## src/rtl/data_cache_pkg.sv

```systemverilog
// rtl/data_cache_pkg.sv - shared geometry, state encoding and byte helpers for the data cache
package data_cache_pkg;

   localparam int TAG_W      = 3;
   localparam int INDEX_W    = 3;
   localparam int OFFSET_W   = 2;
   localparam int NUM_BLOCKS = 8;
   localparam int BLOCK_W    = 32;
   localparam int MADDR_W    = TAG_W + INDEX_W;

   typedef enum logic [1:0] {
      IDLE      = 2'd0,
      WRITEBACK = 2'd1,
      FETCH     = 2'd2
   } cache_state_t;

   // Pick one byte out of a block; byte 0 lives in bits [7:0].
   function automatic logic [7:0] get_byte(input logic [BLOCK_W-1:0] blk,
                                           input logic [OFFSET_W-1:0] off);
      logic [7:0] b;
      case (off)
         2'd0:    b = blk[7:0];
         2'd1:    b = blk[15:8];
         2'd2:    b = blk[23:16];
         default: b = blk[31:24];
      endcase
      return b;
   endfunction

   // Return a copy of a block with one byte replaced.
   function automatic logic [BLOCK_W-1:0] set_byte(input logic [BLOCK_W-1:0] blk,
                                                   input logic [OFFSET_W-1:0] off,
                                                   input logic [7:0]          val);
      logic [BLOCK_W-1:0] r;
      r = blk;
      case (off)
         2'd0:    r[7:0]   = val;
         2'd1:    r[15:8]  = val;
         2'd2:    r[23:16] = val;
         default: r[31:24] = val;
      endcase
      return r;
   endfunction

endpackage

```

## src/rtl/cache_ctrl.sv

```systemverilog
// rtl/cache_ctrl.sv - miss-handling FSM and memory-side drivers for the data cache
module cache_ctrl
   import data_cache_pkg::*;
(
   input  logic               CLK,
   input  logic               RESET,
   input  logic               i_req,
   input  logic               i_hit,
   input  logic               i_dirty,
   input  logic [MADDR_W-1:0] i_block_addr,
   input  logic [TAG_W-1:0]   i_stored_tag,
   input  logic [BLOCK_W-1:0] i_stored_block,
   input  logic               i_mem_busywait,
   output logic               o_idle,
   output logic               o_fill,
   output logic [MADDR_W-1:0] o_lat_block_addr,
   output logic               o_mem_read,
   output logic               o_mem_write,
   output logic [MADDR_W-1:0] o_mem_address,
   output logic [BLOCK_W-1:0] o_mem_writedata
);

   cache_state_t       r_state;
   cache_state_t       w_next_state;
   logic [MADDR_W-1:0] r_block_addr;

   // State register; reset aborts any transfer in flight.
   always_ff @(posedge CLK or posedge RESET) begin
      if (RESET) r_state <= IDLE;
      else       r_state <= w_next_state;
   end

   // Track the CPU block address while idle so it is frozen once a miss is taken.
   always_ff @(posedge CLK or posedge RESET) begin
      if (RESET)                r_block_addr <= '0;
      else if (r_state == IDLE) r_block_addr <= i_block_addr;
   end

   // Next-state and memory-side outputs; everything idles at zero.
   always_comb begin
      w_next_state    = r_state;
      o_fill          = 1'b0;
      o_mem_read      = 1'b0;
      o_mem_write     = 1'b0;
      o_mem_address   = '0;
      o_mem_writedata = '0;
      case (r_state)
         IDLE: begin
            if (i_req && !i_hit)
               w_next_state = i_dirty ? WRITEBACK : FETCH;
         end
         WRITEBACK: begin
            o_mem_write     = 1'b1;
            o_mem_address   = {i_stored_tag, r_block_addr[INDEX_W-1:0]};
            o_mem_writedata = i_stored_block;
            if (!i_mem_busywait) w_next_state = FETCH;
         end
         FETCH: begin
            o_mem_read    = 1'b1;
            o_mem_address = r_block_addr;
            if (!i_mem_busywait) begin
               o_fill       = 1'b1;
               w_next_state = IDLE;
            end
         end
         default: w_next_state = IDLE;
      endcase
   end

   assign o_idle           = (r_state == IDLE);
   assign o_lat_block_addr = r_block_addr;

endmodule

```

## src/rtl/data_cache.sv

```systemverilog
// rtl/data_cache.sv - 8 x 4-byte direct-mapped write-back write-allocate data cache
module data_cache
   import data_cache_pkg::*;
(
   input  logic               CLK,
   input  logic               RESET,
   input  logic               read,
   input  logic               write,
   input  logic [7:0]         address,
   input  logic [7:0]         writedata,
   output logic [7:0]         readdata,
   output logic               busywait,
   output logic               mem_read,
   output logic               mem_write,
   output logic [MADDR_W-1:0] mem_address,
   output logic [BLOCK_W-1:0] mem_writedata,
   input  logic [BLOCK_W-1:0] mem_readdata,
   input  logic               mem_busywait
);

   logic [NUM_BLOCKS-1:0] r_valid;
   logic [NUM_BLOCKS-1:0] r_dirty;
   logic [TAG_W-1:0]      r_tag  [NUM_BLOCKS];
   logic [BLOCK_W-1:0]    r_data [NUM_BLOCKS];

   logic                  w_idle;
   logic                  w_fill;
   logic [MADDR_W-1:0]    w_lat_block_addr;
   logic [INDEX_W-1:0]    w_index;
   logic [TAG_W-1:0]      w_tag;
   logic [OFFSET_W-1:0]   w_offset;
   logic                  w_req;
   logic                  w_hit;
   logic                  w_write_hit;

   // While idle the live CPU address selects the line; during a miss the frozen one does.
   assign w_index  = w_idle ? address[4:2] : w_lat_block_addr[INDEX_W-1:0];
   assign w_tag    = w_idle ? address[7:5] : w_lat_block_addr[MADDR_W-1:INDEX_W];
   assign w_offset = address[1:0];

   assign w_req       = read | write;
   assign w_hit       = r_valid[w_index] && (r_tag[w_index] == w_tag);
   assign w_write_hit = w_idle && write && w_hit;

   // A simultaneous read+write is handled as a write; reads need no cycle at all.
   assign busywait = !RESET && (w_idle ? (w_req && !w_hit) : 1'b1);
   assign readdata = (!RESET && w_idle && w_hit) ? get_byte(r_data[w_index], w_offset) : 8'h00;

   // Line status: reset invalidates everything, a fill makes the line clean, a store dirties it.
   always_ff @(posedge CLK or posedge RESET) begin
      if (RESET) begin
         r_valid <= '0;
         r_dirty <= '0;
      end else if (w_fill) begin
         r_valid[w_index] <= 1'b1;
         r_dirty[w_index] <= 1'b0;
      end else if (w_write_hit) begin
         r_dirty[w_index] <= 1'b1;
      end
   end

   // Tag and data arrays carry no reset; valid bits gate their use.
   always_ff @(posedge CLK) begin
      if (w_fill) begin
         r_tag[w_index]  <= w_tag;
         r_data[w_index] <= mem_readdata;
      end else if (w_write_hit) begin
         r_data[w_index] <= set_byte(r_data[w_index], w_offset, writedata);
      end
   end

   cache_ctrl u_ctrl (
      .CLK              (CLK),
      .RESET            (RESET),
      .i_req            (w_req),
      .i_hit            (w_hit),
      .i_dirty          (r_dirty[w_index]),
      .i_block_addr     (address[7:2]),
      .i_stored_tag     (r_tag[w_index]),
      .i_stored_block   (r_data[w_index]),
      .i_mem_busywait   (mem_busywait),
      .o_idle           (w_idle),
      .o_fill           (w_fill),
      .o_lat_block_addr (w_lat_block_addr),
      .o_mem_read       (mem_read),
      .o_mem_write      (mem_write),
      .o_mem_address    (mem_address),
      .o_mem_writedata  (mem_writedata)
   );

endmodule
```

## config.mk

```make
export PLATFORM = sky130hd
export DESIGN_NAME = data_cache
export DESIGN_NICKNAME = d
export VERILOG_FILES = /design/src/rtl/data_cache_pkg.sv /design/src/rtl/cache_ctrl.sv /design/src/rtl/data_cache.sv
export SDC_FILE = /design/constraint.sdc
export NUM_CORES = 1
export LEC_CHECK = 0
export CORE_MARGIN = 5
export CORE_UTILIZATION = 55
export DETAILED_ROUTE_END_ITERATION = 8
export MAX_ROUTING_LAYER = met4
export PLACE_DENSITY = 0.85
export REMOVE_ABC_BUFFERS = 1
export SYNTH_ARGS = -nofsm -noshare
export SYNTH_HDL_FRONTEND = slang
export SYNTH_HIERARCHICAL = 1
export SYNTH_SLANG_ARGS = --single-unit
```

## constraint.sdc

```tcl
create_clock -name CLK -period 9.7 [get_ports CLK]
set_input_delay 2.425 -clock CLK [delete_from_list [all_inputs] [get_ports CLK]]
set_output_delay 2.425 -clock CLK [all_outputs]
set_load 0.05 [all_outputs]
```

==> results of run 1 <==
[metrics by stage]
step	hold slack [ns]	utilization [%]	setup WS, ns
floorplan	0.414	-	0.710
global placement	0.425	62.5	1.03
detailed placement	0.433	62.5	0.900
CTS	0.447	66.2	0.862
global route	0.460	66.2	0.725
finish	0.446	66.2	0.789
[routing by layer]
layer | vias to the layer above | track usage (%) | wire length, µm | part of all wire (%)
li1 | 3811 | - | - | -
met1 | 4487 | 36.0 | 13300 | 36
met2 | 800 | 43.8 | 17800 | 48
met3 | 130 | 5.83 | 4580 | 12
met4 | 0 | 11.5 | 1640 | 4.4
met5 | - | - | 0 | 0
[registers in the layout, indices dropped and copies added (netlist names), named ones only]
name                     count
r_data                     256
r_tag                       24
r_valid                      8
u_ctrl/o_lat_block_addr      6
u_ctrl/r_state               2
[cells in the mapped netlist, drive strengths merged, types with 16 or more instances]
library cell / n
dfrtp: 24
a21oi: 38
o21ai: 37
mux2i: 16
mux2: 45
a22oi: 25
nand2: 103
nor2: 38
inv: 46
o22ai: 19
and2: 36
a221oi: 32
edfxtp: 280
buf: 34
clkbuf: 21
[layout make-up]
| type | count | area (µm²) | share of cell area, % |
|---|---|---|---|
| clock buffers | 39 | 793 | 5.08 |
| clock inverters | 13 | 80.1 | 0.512 |
| inverters | 46 | 173 | 1.10 |
| multi-input cells | 533 | 3920 | 25.1 |
| flip-flops and latches | 304 | 9010 | 57.6 |
| well taps | 319 | 399 | 2.55 |
| repair buffers | 133 | 1250 | 8.01 |
[worst max-delay path, stage by stage]
cell and delay (ns):
clkdlybuf4s50_1 0.63, or3b_1 0.30, nand2_4 0.35, nand2_1 0.45, o22ai_1 0.16, or4_1 0.67, mux4_2 0.55, nor2_1 0.11
clkdlybuf4s50_1 0.82
[cell families after synthesis]
| logic type | Yosys count | share of synthesized area (%) |
|---|---|---|
| AO/OA/AOI/OAI | 221 | 12.2 |
| XOR/XNOR | 2 | 0.132 |
| adder cells (fa/ha/maj) | 6 | 0.565 |
| buffers and inverters | 101 | 3.42 |
| flip-flops | 304 | 67.9 |
| multiplexers | 68 | 7.18 |
| AND/OR/NAND/NOR | 236 | 8.66 |
[power groups by stage]
| stage | clock, mW | combinational [mW] | sequential (mW) |
|---|---|---|---|
| 6_report | 1.05 | 1.82 | 1.70 |
| 5_1_grt | 1.12 | 1.91 | 1.70 |
| 4_1_cts | 1.05 | 1.77 | 1.69 |
| 3_5_place_dp | 0 | 1.74 | 1.72 |
| 3_3_place_gp | 0 | 1.71 | 1.71 |
| 2_1_floorplan | 0 | 1.10 | 1.70 |
[worst max path at each step]
stage                from     endpoint  slack [ns]
2_1_floorplan  address[2]  readdata[4]        0.71
3_3_place_gp   address[3]  readdata[7]        1.03
3_5_place_dp   address[3]  readdata[7]        0.90
4_1_cts        address[3]  readdata[7]        0.86
5_1_grt        address[3]  readdata[7]        0.73
6_report       address[3]  readdata[7]        0.79
==> reports/qor.yml, run 1 <==
clocking:
  cts_setup_buffers: 0
  cts-root-buf: "clkbuf_16"
  cts_buffers: 29
  ctsResizeCount: 0
  clockBufferDepth: 3
  postCtsHoldBufs: 0
  cts_tree: "built"
  cts_max_level: 1
  clock_latency_ns: 0.56
  cts_sinks: 304
  clk_pin_slew_ns: 0.06
pwr:
  p_leak_nw: 5.48
  ir_drop_uv: 175
  power_density_nw_per_um2: 292
  pwr-share-comb_pct: 39.9
  p_int_mw: 2.82
  power_frac_seq_pct: 37.2
  finalPower_mw: 4.56
  pwr-share-clk_pct: 23.0
  power.switching_mw: 1.75
  power.share.switching_pct: 38.3
logic_synthesis:
  ys_seq_elements: 304
  yosysTopAreaCellShare_pct: 63.3
  ys_seq_area_share_pct: 67.9
  synth_edf_count: 280
  ys_warn_count: 6
  syn_inst: 938
  syn_area_um2: 13300
  yosys-top-cells-area: "edfxtp_1 63%, dfrtp_1 4.5%, mux2_4 3.5%"
  yosysTopAreaCell: "edfxtp_1"
  netlist-cell-type-count: 65
  syn_area_per_cell_um2: 14.2
  synth_ff_type: "edfxtp_1"
  async_flop_share_pct: 7.89
sta:
  final-setup-viol-count: 0
  max_freq_mhz: 112
  fin_setup_tns_ns: 0
  min_period_ns: 8.91
  hold_violations: 0
  fin_skew_ns: 0.0160
  relSlewSlack_pct: 28.9
  slew_violations: 0
  rsz0062_at_grt: "no"
  tightest_slew_ns: 1.07
  period_share_pct: 91.9
worst_setup_path:
  cp-start-kind: "primary input"
  endpoint_kind: "output port"
  path_max_fanout: 35
  rrSetupSlack_ns: 4.61
  rr_worst_depth: 11
  r2r-end: "r_data[7][6]"
  worstPathRequired_ns: 7.28
  reg2reg_from: "u_ctrl/r_state[1]"
  path_class: "primary input to output port"
  cp.arrival_ns: 6.49
grt:
  antenna_found_initial: 0
  grt-ovfl-total: 0
  grt_max_degree: 54
  grt_pass1_wl_um: 55400
  grt_pass1_vias: 9202
  gr-usage-all-layers_pct: 27.9
layout:
  drive_above_1_share_pct: 14.0
  area_delta_synth_final_pct: 17.7
  nFillCells: 1606
  final_cells: 1387
  final_cell_mix: "280 x edfxtp_1, 102 x nand2_1, 101 x clkdlybuf4s50_1"
  final_common_cell: "edfxtp_1"
  fin_area_um2: 15600
  diodes: 0
  nNetsFinal: 1106
placement:
  io_buffers: 101
  placed_area_um2: 14800
  dp_hpwl_um: 22900
  gp_congestion: 0.864
  place_inst: 1335
detailed_routing:
  drtIter0Drc: 1563
  drt_wl_total_um: 37400
  wl_per_cell_um: 26.9
  vias: 9228
  first_pass_iters: 8
  drtAntennaViolNets: 0
  drc: 0
  vias_per_cell: 6.65
worst_hold_path:
  hp-start: "r_valid[2]"
  whs_endpoint: "r_valid[2]"
  whs_path_depth: 2
  worstHoldPathType: "flop to flop"
floorplanning:
  num_io_pins: 102
  die-area_um2: 27300
  core_um2: 23600
  die_h_um: 165
  fp-row-count: 56
  die_width_um: 165
  initial_utilization_pct: 56.2
flow_run:
  maxCapViolCount: 0
status:
  status: "finished clean"
Power figures use the tool's default switching activity.
==> inputs of run 2 (changes only) <==
--- a/config.mk
+++ b/config.mk
@@ -5,6 +5,7 @@
 export SDC_FILE = /design/constraint.sdc
 export NUM_CORES = 1
 export LEC_CHECK = 0
+export CAP_MARGIN = 20
 export CORE_MARGIN = 5
 export CORE_UTILIZATION = 55
 export DETAILED_ROUTE_END_ITERATION = 8
==> results of run 2 <==
No change in the layout: final DEF, timing and power equal those of run 1.
==> inputs of run 3 (changes only) <==
--- a/config.mk
+++ b/config.mk
@@ -8,6 +8,7 @@
 export CAP_MARGIN = 20
 export CORE_MARGIN = 5
 export CORE_UTILIZATION = 55
+export CTS_BUF_LIST = sky130_fd_sc_hd__clkbuf_8
 export DETAILED_ROUTE_END_ITERATION = 8
 export MAX_ROUTING_LAYER = met4
 export PLACE_DENSITY = 0.85
==> run 3 against run 2 <==
Effect of this change: critical path type unchanged; via count increased by 0.39%; die area is the same; setup slack got worse by 0.037 ns; sequential power barely moved; largest cell class unchanged.
==> reports/qor.yml, run 3 (synthesized netlist as in run 1, its figures left out) <==
clocking:
  cts_buffers: 48
  cts_tree: "built"
  cts_sinks: 304
  clock_latency_ns: 0.58
  clk_pin_slew_ns: 0.05
  cts_setup_buffers: 0
  cts-root-buf: "clkbuf_8"
  ctsResizeCount: 0
  cts_max_level: 2
  clockBufferDepth: 3
  postCtsHoldBufs: 0
layout:
  diodes: 0
  regMostFlops: "r_data"
  nFillCells: 1603
  drive_above_1_share_pct: 15.6
  top_regs: "r_data x256, r_tag x24, r_valid x8"
  final_cell_mix: "280 x edfxtp_1, 102 x nand2_1, 101 x clkdlybuf4s50_1"
  nNetsFinal: 1125
  final_common_cell: "edfxtp_1"
  area_delta_synth_final_pct: 18.0
  largest_register_ffs: 256
grt:
  use_met3_pct: 5.86
  grt_pass1_vias: 9394
  gr-usage-all-layers_pct: 27.9
  antenna_found_initial: 1
  grt_busiest_layer: "met2"
  met2_usage_pct: 43.0
  grt_max_degree: 54
  use_met1_pct: 36.4
  grt_pass1_wl_um: 55400
  grt-ovfl-total: 0
detailed_routing:
  drtIter0Drc: 1343
  drtAntennaViolNets: 0
  drc: 0
  first_pass_iters: 8
  vias: 9264
  vias_per_cell: 6.50
  drt_wl_total_um: 36900
  wl_per_cell_um: 25.9
pwr:
  power_density_nw_per_um2: 288
  p_leak_nw: 5.60
  ir_drop_uv: 178
sta:
  period_share_pct: 92.2
  min_period_ns: 8.95
  fin_ws_ns: 0.752
  slew_violations: 0
  tightest_slew_ns: 1.04
  hold_violations: 0
  fin_setup_tns_ns: 0
  fin_skew_ns: 0.0287
  rsz0062_at_grt: "no"
  relSlewSlack_pct: 30.5
  max_freq_mhz: 112
  final-setup-viol-count: 0
placement:
  gp_congestion: 0.864
  dp_hpwl_um: 22900
  io_buffers: 101
  dp_worst_setup_slack_ns: 0.900
worst_setup_path:
  crit_top_cell: "clkdlybuf4s50_1"
  worst-path-buf-inv: 2
  path_cells: "clkdlybuf4s50_1 > or3b_1 > nand2_4 > nand2_1 > o22ai_1 > or4_1 > mux4_2 > nor2_1 > clkdlybuf4s50_1"
  path_class: "primary input to output port"
  crit_family: "simple AND/OR/NAND/NOR gates"
  endpoint_kind: "output port"
  path_max_fanout: 35
  slowest_delay_ns: 0.82
  worstPathRequired_ns: 7.28
  cp-start-kind: "primary input"
  cp.arrival_ns: 6.52
  slowest_stage: "clkdlybuf4s50_1"
floorplanning:
  core_um2: 23600
  die_h_um: 165
  initial_utilization_pct: 56.2
  num_io_pins: 102
  die_width_um: 165
  fp-row-count: 56
  die-area_um2: 27300
flow_run:
  maxCapViolCount: 0
status:
  status: "finished clean"
worst_hold_path:
  worstHoldPathType: "flop to flop"
## run 3: layout make-up
| class | instances | area (µm²) | area share (%) |
|---|---|---|---|
| multi-input cells | 533 | 3920 | 25.0 |
| well taps | 319 | 399 | 2.55 |
| repair buffers | 133 | 1250 | 7.99 |
| flip-flops and latches | 304 | 9010 | 57.5 |
| clock inverters | 37 | 181 | 1.16 |
| clock buffers | 53 | 729 | 4.66 |
| inverters | 46 | 173 | 1.10 |
## run 3: metal layers
layer | vias to the layer above | wire length [µm]
met1 | 4414 | 13200
met4 | 0 | 1900
met2 | 813 | 17000
met5 | - | 0
met3 | 164 | 4740
li1 | 3873 | -
## run 3: where the power goes
part | switching [mW] | internal [mW]
combinational | 1.20 | 0.607
sequential | 0.0587 | 1.64
clock | 0.508 | 0.510
total | 1.76 | 2.75
## run 3: worst register-to-register path, stage by stage (launching register included)
cell and delay (ns):
dfrtp_1 0.40, inv_1 0.16, ha_1 0.88, mux2_2 0.75
a21oi_2 0.33, a32oi_1 0.24, o221ai_1 0.22, a21oi_1 0.27
nand4b_1 0.13, buf_4 0.26, a21oi_4 0.62, buf_4 0.46
## run 3: worst paths after layout
| path | end | slack [ns] | startpoint | depth (start not counted) |
|---|---|---|---|---|
| worst max-delay path | readdata[7] | 0.75 | address[3] | 9 |
| worst min-delay path | r_valid[2] | 0.45 | r_valid[2] | 2 |
| worst max register to register | r_data[7][6] | 4.65 | u_ctrl/r_state[1] | 11 |
| worst min register to register | r_valid[2] | 0.45 | r_valid[2] | 2 |
| max in group asynchronous | asynchronous set/reset pin | 6.87 | RESET | 2 |
| min in group asynchronous | u_ctrl/o_lat_block_addr[3] | 2.25 | RESET | 2 |
## run 3: through the flow
step | utilization [%] | hold slack, ns | instance area, µm² | total power, mW | std cells
6_report | 66.3 | 0.447 | 15700 | 4.52 | 1425
5_1_grt | 66.3 | 0.458 | 15700 | 4.70 | 1425
4_1_cts | 66.3 | 0.445 | 15700 | 4.48 | 1425
3_5_place_dp | 62.5 | 0.433 | 14800 | 3.46 | 1335
3_3_place_gp | 62.5 | 0.425 | 14800 | 3.42 | 1335
2_1_floorplan | - | 0.414 | 13000 | 2.80 | 883
